`src/rtl/int_source_ctrl.sv`:
```
`default_nettype none
// ============================================================================
// Module   : int_source_ctrl
// Purpose  : Interrupt source controller for RV32core. Captures N_SRC request
//            lines into a pending register, masks them with a writable enable
//            mask and dispatches the lowest-index eligible source as a
//            registered pulse on 'interrupter'. It then waits for the core's
//            end-of-interrupt (mret) before dispatching again.
// Ports    : clk          - clock, rising edge
//            rst          - synchronous reset, active low
//            irq_in       - raw request lines, synchronous to clk
//            en_we        - enable mask write strobe
//            en_wdata     - new enable mask value
//            en_mask      - current enable mask
//            pending      - pending register
//            interrupter  - registered interrupt request to the core
//            int_id       - index of the dispatched source
//            int_ack      - core took the trap; ends the pulse early
//            int_eoi      - core executed mret; ends service
//            busy         - high while a dispatch is outstanding
// Config   : INT_SRC_EDGE_EN - defined: rising-edge detection on irq_in;
//                              undefined: level-sensitive capture.
// Revision : 1.0 - initial release
// ============================================================================
module int_source_ctrl #(
  parameter int N_SRC        = 4,
  parameter int ID_W         = 2,
  parameter int PULSE_CYCLES = 2
) (
  input  logic             clk,
  input  logic             rst,
  input  logic [N_SRC-1:0] irq_in,
  input  logic             en_we,
  input  logic [N_SRC-1:0] en_wdata,
  output logic [N_SRC-1:0] en_mask,
  output logic [N_SRC-1:0] pending,
  output logic             interrupter,
  output logic [ID_W-1:0]  int_id,
  input  logic             int_ack,
  input  logic             int_eoi,
  output logic             busy
);

  localparam int CNT_W = $clog2(PULSE_CYCLES + 1);
  localparam logic [CNT_W-1:0] c_pulse_max = CNT_W'(PULSE_CYCLES);

  typedef enum logic [1:0] {
    S_IDLE    = 2'd0,
    S_REQ     = 2'd1,
    S_SERVICE = 2'd2
  } state_t;

  state_t           r_state;
  logic [CNT_W-1:0] r_cnt;
  logic [N_SRC-1:0] r_pending;
  logic [N_SRC-1:0] r_en_mask;
  logic             r_interrupter;
  logic [ID_W-1:0]  r_int_id;
  logic             r_busy;

  logic [N_SRC-1:0] w_set;
  logic [N_SRC-1:0] w_elig;
  logic [N_SRC-1:0] w_win_oh;
  logic [N_SRC-1:0] w_clr;
  logic [ID_W-1:0]  w_win_id;
  logic             w_any;
  logic             w_dispatch;

`ifdef INT_SRC_EDGE_EN
  // Previous-cycle copy of irq_in. Resets to all ones so lines that are
  // already high when reset releases are not seen as new edges.
  logic [N_SRC-1:0] r_irq_q;

  always_ff @(posedge clk) begin
    if (!rst) begin
      r_irq_q <= '1;
    end else begin
      r_irq_q <= irq_in;
    end
  end

  assign w_set = irq_in & ~r_irq_q;
`else
  assign w_set = irq_in;
`endif

  assign w_elig = r_pending & r_en_mask;
  assign w_any  = |w_elig;

  // Fixed priority: scan from the top so the lowest set index is kept last.
  always_comb begin
    w_win_id = '0;
    w_win_oh = '0;
    for (int i = N_SRC - 1; i >= 0; i--) begin
      if (w_elig[i]) begin
        w_win_id = ID_W'(i);
        w_win_oh = N_SRC'(1) << i;
      end
    end
  end

  assign w_dispatch = (r_state == S_IDLE) && w_any;
  assign w_clr      = w_dispatch ? w_win_oh : '0;

  // Pending / enable mask. The set term is OR-ed in after the clear so a
  // same-cycle request on the source being dispatched stays pending.
  always_ff @(posedge clk) begin
    if (!rst) begin
      r_pending <= '0;
      r_en_mask <= '1;
    end else begin
      r_pending <= (r_pending & ~w_clr) | w_set;
      if (en_we) begin
        r_en_mask <= en_wdata;
      end
    end
  end

  // Dispatch FSM with registered outputs.
  always_ff @(posedge clk) begin
    if (!rst) begin
      r_state       <= S_IDLE;
      r_cnt         <= '0;
      r_interrupter <= 1'b0;
      r_int_id      <= '0;
      r_busy        <= 1'b0;
    end else begin
      case (r_state)
        S_IDLE: begin
          if (w_any) begin
            r_state       <= S_REQ;
            r_int_id      <= w_win_id;
            r_interrupter <= 1'b1;
            r_cnt         <= CNT_W'(1);
            r_busy        <= 1'b1;
          end
        end
        S_REQ: begin
          // Ack and expiry together still give one transition.
          if (int_ack || (r_cnt == c_pulse_max)) begin
            r_state       <= S_SERVICE;
            r_interrupter <= 1'b0;
          end else begin
            r_cnt <= r_cnt + CNT_W'(1);
          end
        end
        S_SERVICE: begin
          if (int_eoi) begin
            r_state  <= S_IDLE;
            r_int_id <= '0;
            r_busy   <= 1'b0;
            r_cnt    <= '0;
          end
        end
        default: begin
          r_state       <= S_IDLE;
          r_interrupter <= 1'b0;
          r_busy        <= 1'b0;
          r_cnt         <= '0;
        end
      endcase
    end
  end

  assign en_mask     = r_en_mask;
  assign pending     = r_pending;
  assign interrupter = r_interrupter;
  assign int_id      = r_int_id;
  assign busy        = r_busy;

endmodule
`default_nettype wire

```
`config.mk`:
```
export PLATFORM = sky130hd
export DESIGN_NAME = int_source_ctrl
export DESIGN_NICKNAME = d
export VERILOG_FILES = /design/src/rtl/int_source_ctrl.sv
export SDC_FILE = /design/constraint.sdc
export NUM_CORES = 1
export LEC_CHECK = 0
export ABC_AREA = 1
export BUFFER_PORTS_ARGS = -buffer_cell sky130_fd_sc_hd__buf_2
export CAP_MARGIN = 10
export CORE_MARGIN = 2
export CORE_UTILIZATION = 26
export DETAILED_ROUTE_END_ITERATION = 10
export HOLD_SLACK_MARGIN = 0.08
export PLACE_DENSITY = 0.5
export SETUP_SLACK_MARGIN = 0.1
export SLEW_MARGIN = 15
export SYNTH_ARGS = -nofsm -noshare
export SYNTH_HDL_FRONTEND = slang
export SYNTH_SLANG_ARGS = --single-unit
```
`constraint.sdc`:
```
create_clock -name clk -period 2.3 [get_ports clk]
set_clock_uncertainty 0.1 [all_clocks]
set_input_delay 0.46 -clock clk [delete_from_list [all_inputs] [get_ports clk]]
set_output_delay 0.46 -clock clk [all_outputs]
set_load 0.1 [all_outputs]
```
Word level (Yosys, flattened, before mapping)
Cells that the tools add are included.
- bits in registers: 16
- bits of input ports: 13
- output and inout port bits: 12
- word-level logic and storage cells: 53
- $add $sub $neg: 1
- eq/ne operators: 7
- multiplexer cells: 22
- bitwise gates (word level): 6
- reductions and logical operators: 10
- operators with widths (operator ; number):
    two-way mux 4 bit ; 5
    two-way mux 2 bit ; 9
    AND reduction 3 bit ; 5
    one-hot mux 2 bit (3 select lines) ; 2
    AND 4 bit ; 2
    inequality test 2 bit (second input constant) ; 4
    one-hot mux 1 bit (3 select lines) ; 2
    == test 2 bit (second input constant) ; 2
    NOT 4 bit ; 1
    OR 4 bit ; 1
    one-hot mux 2 bit (2 select lines) ; 1
    OR reduction 4 bit ; 1
    two-way mux 1 bit ; 3
    adder 2 x 1 -> 2 bit (second input constant) ; 1
    == test 2 x 1 -> 1 bit (second input constant) ; 1
    logical NOT 2 bit ; 1
    NOT 1 bit ; 2
    nonzero test 2 bit ; 1
    logical AND 1 bit ; 1
    logical OR 1 bit ; 1

Logic depth before layout (Yosys ltp)
- word-level depth: 9
- mapped depth: 9
- gate-level depth less buffers: 9

Worst setup path after synthesis
No wires, ideal clock.
- path kind: flip-flop to flip-flop
- from: register r_en_mask[0], in the netlist en_mask[0]
- to: register r_busy, in the netlist busy
- setup time: 0.125 ns
- arrival: 1.630 ns
- data required time: 2.075 ns
- path slack: 0.445 ns
- stages on the path, launching flop included: 8
- buffers on the path: 0
- clock period less this slack: 1.855 ns
- cell sequence: dfxtp_1 nand2_1 nand2_1 nor2_1 nand2_1 nand2_1 nand2_1 a21oi_1
- cells in the longest elaborated chain, start to end: 4
- ends and longest elaborated chain (element ; RTL line ; text):
    start: declaration ; 56 ; logic [N_SRC-1:0] r_en_mask;
    start signal: assignment ; 114 ; r_en_mask <= en_wdata;
    AND 4 bit ; 87 ; assign w_elig = r_pending & r_en_mask;
    OR reduction 4 bit ; 88 ; assign w_any = |w_elig;
    inequality test 2 bit (no line) ; - ;
    AND reduction 3 bit (no line) ; - ;
    end signal: assignment ; 126 ; r_busy <= 1'b0;
    end signal: assignment ; 135 ; r_busy <= 1'b1;
    end signal: assignment ; 151 ; r_busy <= 1'b0;
    end: declaration ; 59 ; logic r_busy;
No other way between the ends.
A chain may end at the register's enable or synchronous reset.

Worst setup path in the final report
- from: register r_en_mask[0], in the netlist en_mask[0]
- to: output port en_mask[0]
- RTL lines (element ; RTL line ; text):
    end: declaration ; 35 ; output logic [N_SRC-1:0] en_mask,
No word-level cell between the ends.

==> results.py <==
metrics = {
    "status": {
        "status": "finished, final reports clean",
    },
    "clocking": {
        "insertion_delay_ps": 280,
        "cts-root-buf": "clkbuf_4",
        "cts.sinks": 16,
        "htree_levels": 1,
        "post-cts-setup-buffer-count": 0,
        "cts-resized-gates": 0,
        "cts_hold_buf": 0,
        "cts_tree": "yes",
        "clk_path_buf_depth": 2,
        "clk_pin_slew_ps": 90,
        "numCtsBuffers": 3,
    },
    "worst_setup_path": {
        "crit_path_end_kind": "output pin",
        "slowest_stage": "buf_2",
        "crit_family": "buffers and inverters",
        "crit_buf_inv": 1,
        "path_depth": 1,
        "worstSetupStartpoint": "en_mask[0]$_SDFFE_PN1P_",
        "critPathRequiredTime_ps": 1740,
        "slowest_delay_ps": 440,
        "r2r_slack_ps": 950,
        "arrival_ps": 1100,
        "crit_path_end": "en_mask[0]",
        "worst_setup_path_start_kind": "register",
        "r2r_start": "r_cnt[0]$_SDFFE_PN0P_",
        "cp_cell_sequence": "buf_2",
        "rr_worst_depth": 8,
        "r2r_end": "r_cnt[1]$_SDFFE_PN0P_",
        "crit_fanout": 4,
        "worstSetupPathType": "register to output pin",
    },
    "layout": {
        "area_delta_synth_final_pct": 24.61,
        "final_area_sq_um": 893.4,
        "multi_input_area_sq_um": 339.1,
        "fillCellCount": 319,
        "diodes": 0,
        "drive_gt1_frac": 0.2074,
        "seq_area_sq_um": 320.3,
        "nets": 151,
    },
    "power_and_ir_drop": {
        "leakage_nw": 0.4705,
        "irDropWorstVdd_mv": 0.4171,
        "powerDensity_nw_per_um2": 877.0,
    },
    "die": {
        "die_h_um": 56.51,
        "die_x_um": 56.51,
        "start_util": 0.2669,
        "fp-row-count": 19,
        "core_area_sq_um": 2686,
        "dieArea_sq_um": 3193,
        "io-pin-count": 25,
    },
    "global_routing": {
        "antenna_found_initial": 0,
        "grt_pass1_wl_um": 2808,
        "grt_pass1_vias": 675,
        "grt_overflow": 0,
        "grt_max_degree": 10,
        "track_usage": 0.1098,
    },
    "min_path": {
        "hold_class": "primary input to register",
    },
    "placed_design": {
        "gp_congestion": 0.6932,
        "place_hpwl_um": 1268,
        "placed_area_sq_um": 870.8,
        "portBuffers": 24,
    },
    "synth": {
        "ys_seq_area_frac": 0.4468,
        "yosysWarnings": 0,
        "syn-mean-instance-area_sq_um": 6.577,
        "netlist_area_sq_um": 716.9,
        "synth_seq_cells": 16,
        "synth_nets": 123,
        "yosys.cell_types.count": 12,
        "postSynthCellCount": 109,
    },
    "detailed_routing": {
        "drcViolationCount": 0,
        "final_antenna_net_count": 0,
        "drtIter0Drc": 7,
        "viasPerCell": 4.367,
        "firstDrtPassIters": 4,
        "routed_wl_um": 1589,
        "num_vias": 725,
        "wl_per_cell_um": 9.572,
    },
    "sta": {
        "slew_viol_final": 0,
        "fmax_mhz": 600.6,
        "post-route-min-period_ps": 1665,
        "rsz0062_at_grt": "false",
        "slew_headroom": 0.6744,
        "setup_tns_ps": 0,
        "worstMarginPinSlew_ps": 491.8,
        "setup_viol": 0,
        "period_share": 0.7239,
        "hold_viol_final": 0,
    },
    "job": {
        "drv_cap": 0,
    },
}
-- where the power goes --
group / internal (mW) / switching (mW)
Clock: 0.0607 / 0.0826
Sequential: 0.308 / 0.0184
Combinational: 0.0634 / 0.251
Total: 0.432 / 0.352
-- layout make-up --
| class | count | area share |
|---|---|---|
| Multi-Input combinational cell | 78 | 0.3796 |
| Sequential cell | 16 | 0.3585 |
| Timing Repair Buffer | 24 | 0.1345 |
| Inverter | 14 | 0.05882 |
| Tap cell | 31 | 0.04342 |
| Clock buffer | 3 | 0.02521 |
-- per-layer routing --
| metal | global-route usage | share of wire | vias to the layer above |
|---|---|---|---|
| met5 | 0 | 0 | - |
| met4 | 0.03061 | 0.0076 | 0 |
| met3 | 0.03687 | 0.062 | 2 |
| met2 | 0.1777 | 0.42 | 22 |
| met1 | 0.1384 | 0.50 | 306 |
| li1 | - | - | 395 |
-- layout by cell type (no fill, tap or decap), types with 3 or more instances in the layout --
cell type,n
nand2_1,35
buf_2,24
a21oi_1,12
inv_1,13
nand4_1,3
nand3_1,7
clkbuf_4,3
nor2_1,18
dfxtp_1,16
-- worst min-delay path by stage --
stage | startpoint | to | slack [ps] | cells after the start
2_1_floorplan | r_cnt[1]$_SDFFE_PN0P_ | r_cnt[1]$_SDFFE_PN0P_ | 340 | 2
3_3_place_gp | busy$_SDFFE_PN0P_ | busy$_SDFFE_PN0P_ | 350 | 2
3_5_place_dp | busy$_SDFFE_PN0P_ | busy$_SDFFE_PN0P_ | 360 | 2
4_1_cts | en_wdata[3] | en_mask[3]$_SDFFE_PN1P_ | 270 | 3
5_1_grt | en_wdata[3] | en_mask[3]$_SDFFE_PN1P_ | 290 | 3
6_report | en_wdata[0] | en_mask[0]$_SDFFE_PN1P_ | 280 | 3
-- per-stage QoR --
step                        util  total power [mW]  cells  setup WS (ps)  hold WS (ps)
final                     0.3326            0.7835    166          635.1         283.4
after global routing      0.3326            0.8406    166          569.3         285.5
after CTS                 0.3326            0.7964    166          618.2         274.3
after detailed placement  0.3242            0.6493    163          933.1         355.9
after global placement    0.3242            0.6475    163          938.6         348.2
after floorplan                -            0.5926    109          444.9         343.0
-- flip-flops by register name, summed over array words and instances (netlist names) --
register	cells
interrupter	1
r_cnt	2
en_mask	4
r_state	2
busy	1
int_id	2
pending	4
-- Yosys cell counts (all sizes together) --
| cell type | count | share of area |
|---|---|---|
| ha | 1 | 0.017 |
| nor2 | 18 | 0.094 |
| a21oi | 12 | 0.084 |
| dfxtp | 16 | 0.45 |
| buf | 1 | 0.0070 |
| o21ai | 2 | 0.019 |
| clkinv | 1 | 0.0052 |
| inv | 13 | 0.068 |
| nand3 | 7 | 0.049 |
| nand2 | 35 | 0.18 |
| nand4 | 3 | 0.026 |
-- cell families after synthesis --
| kind of cell | share of synthesized area |
|---|---|
| buffers and inverters | 0.08027 |
| DFF | 0.4468 |
| and+or+nand+nor | 0.3525 |
| AOI/OAI and AO/OA | 0.1030 |
| adders and majority gates | 0.01745 |
Note: power is estimated with default switching activity, not from simulation.
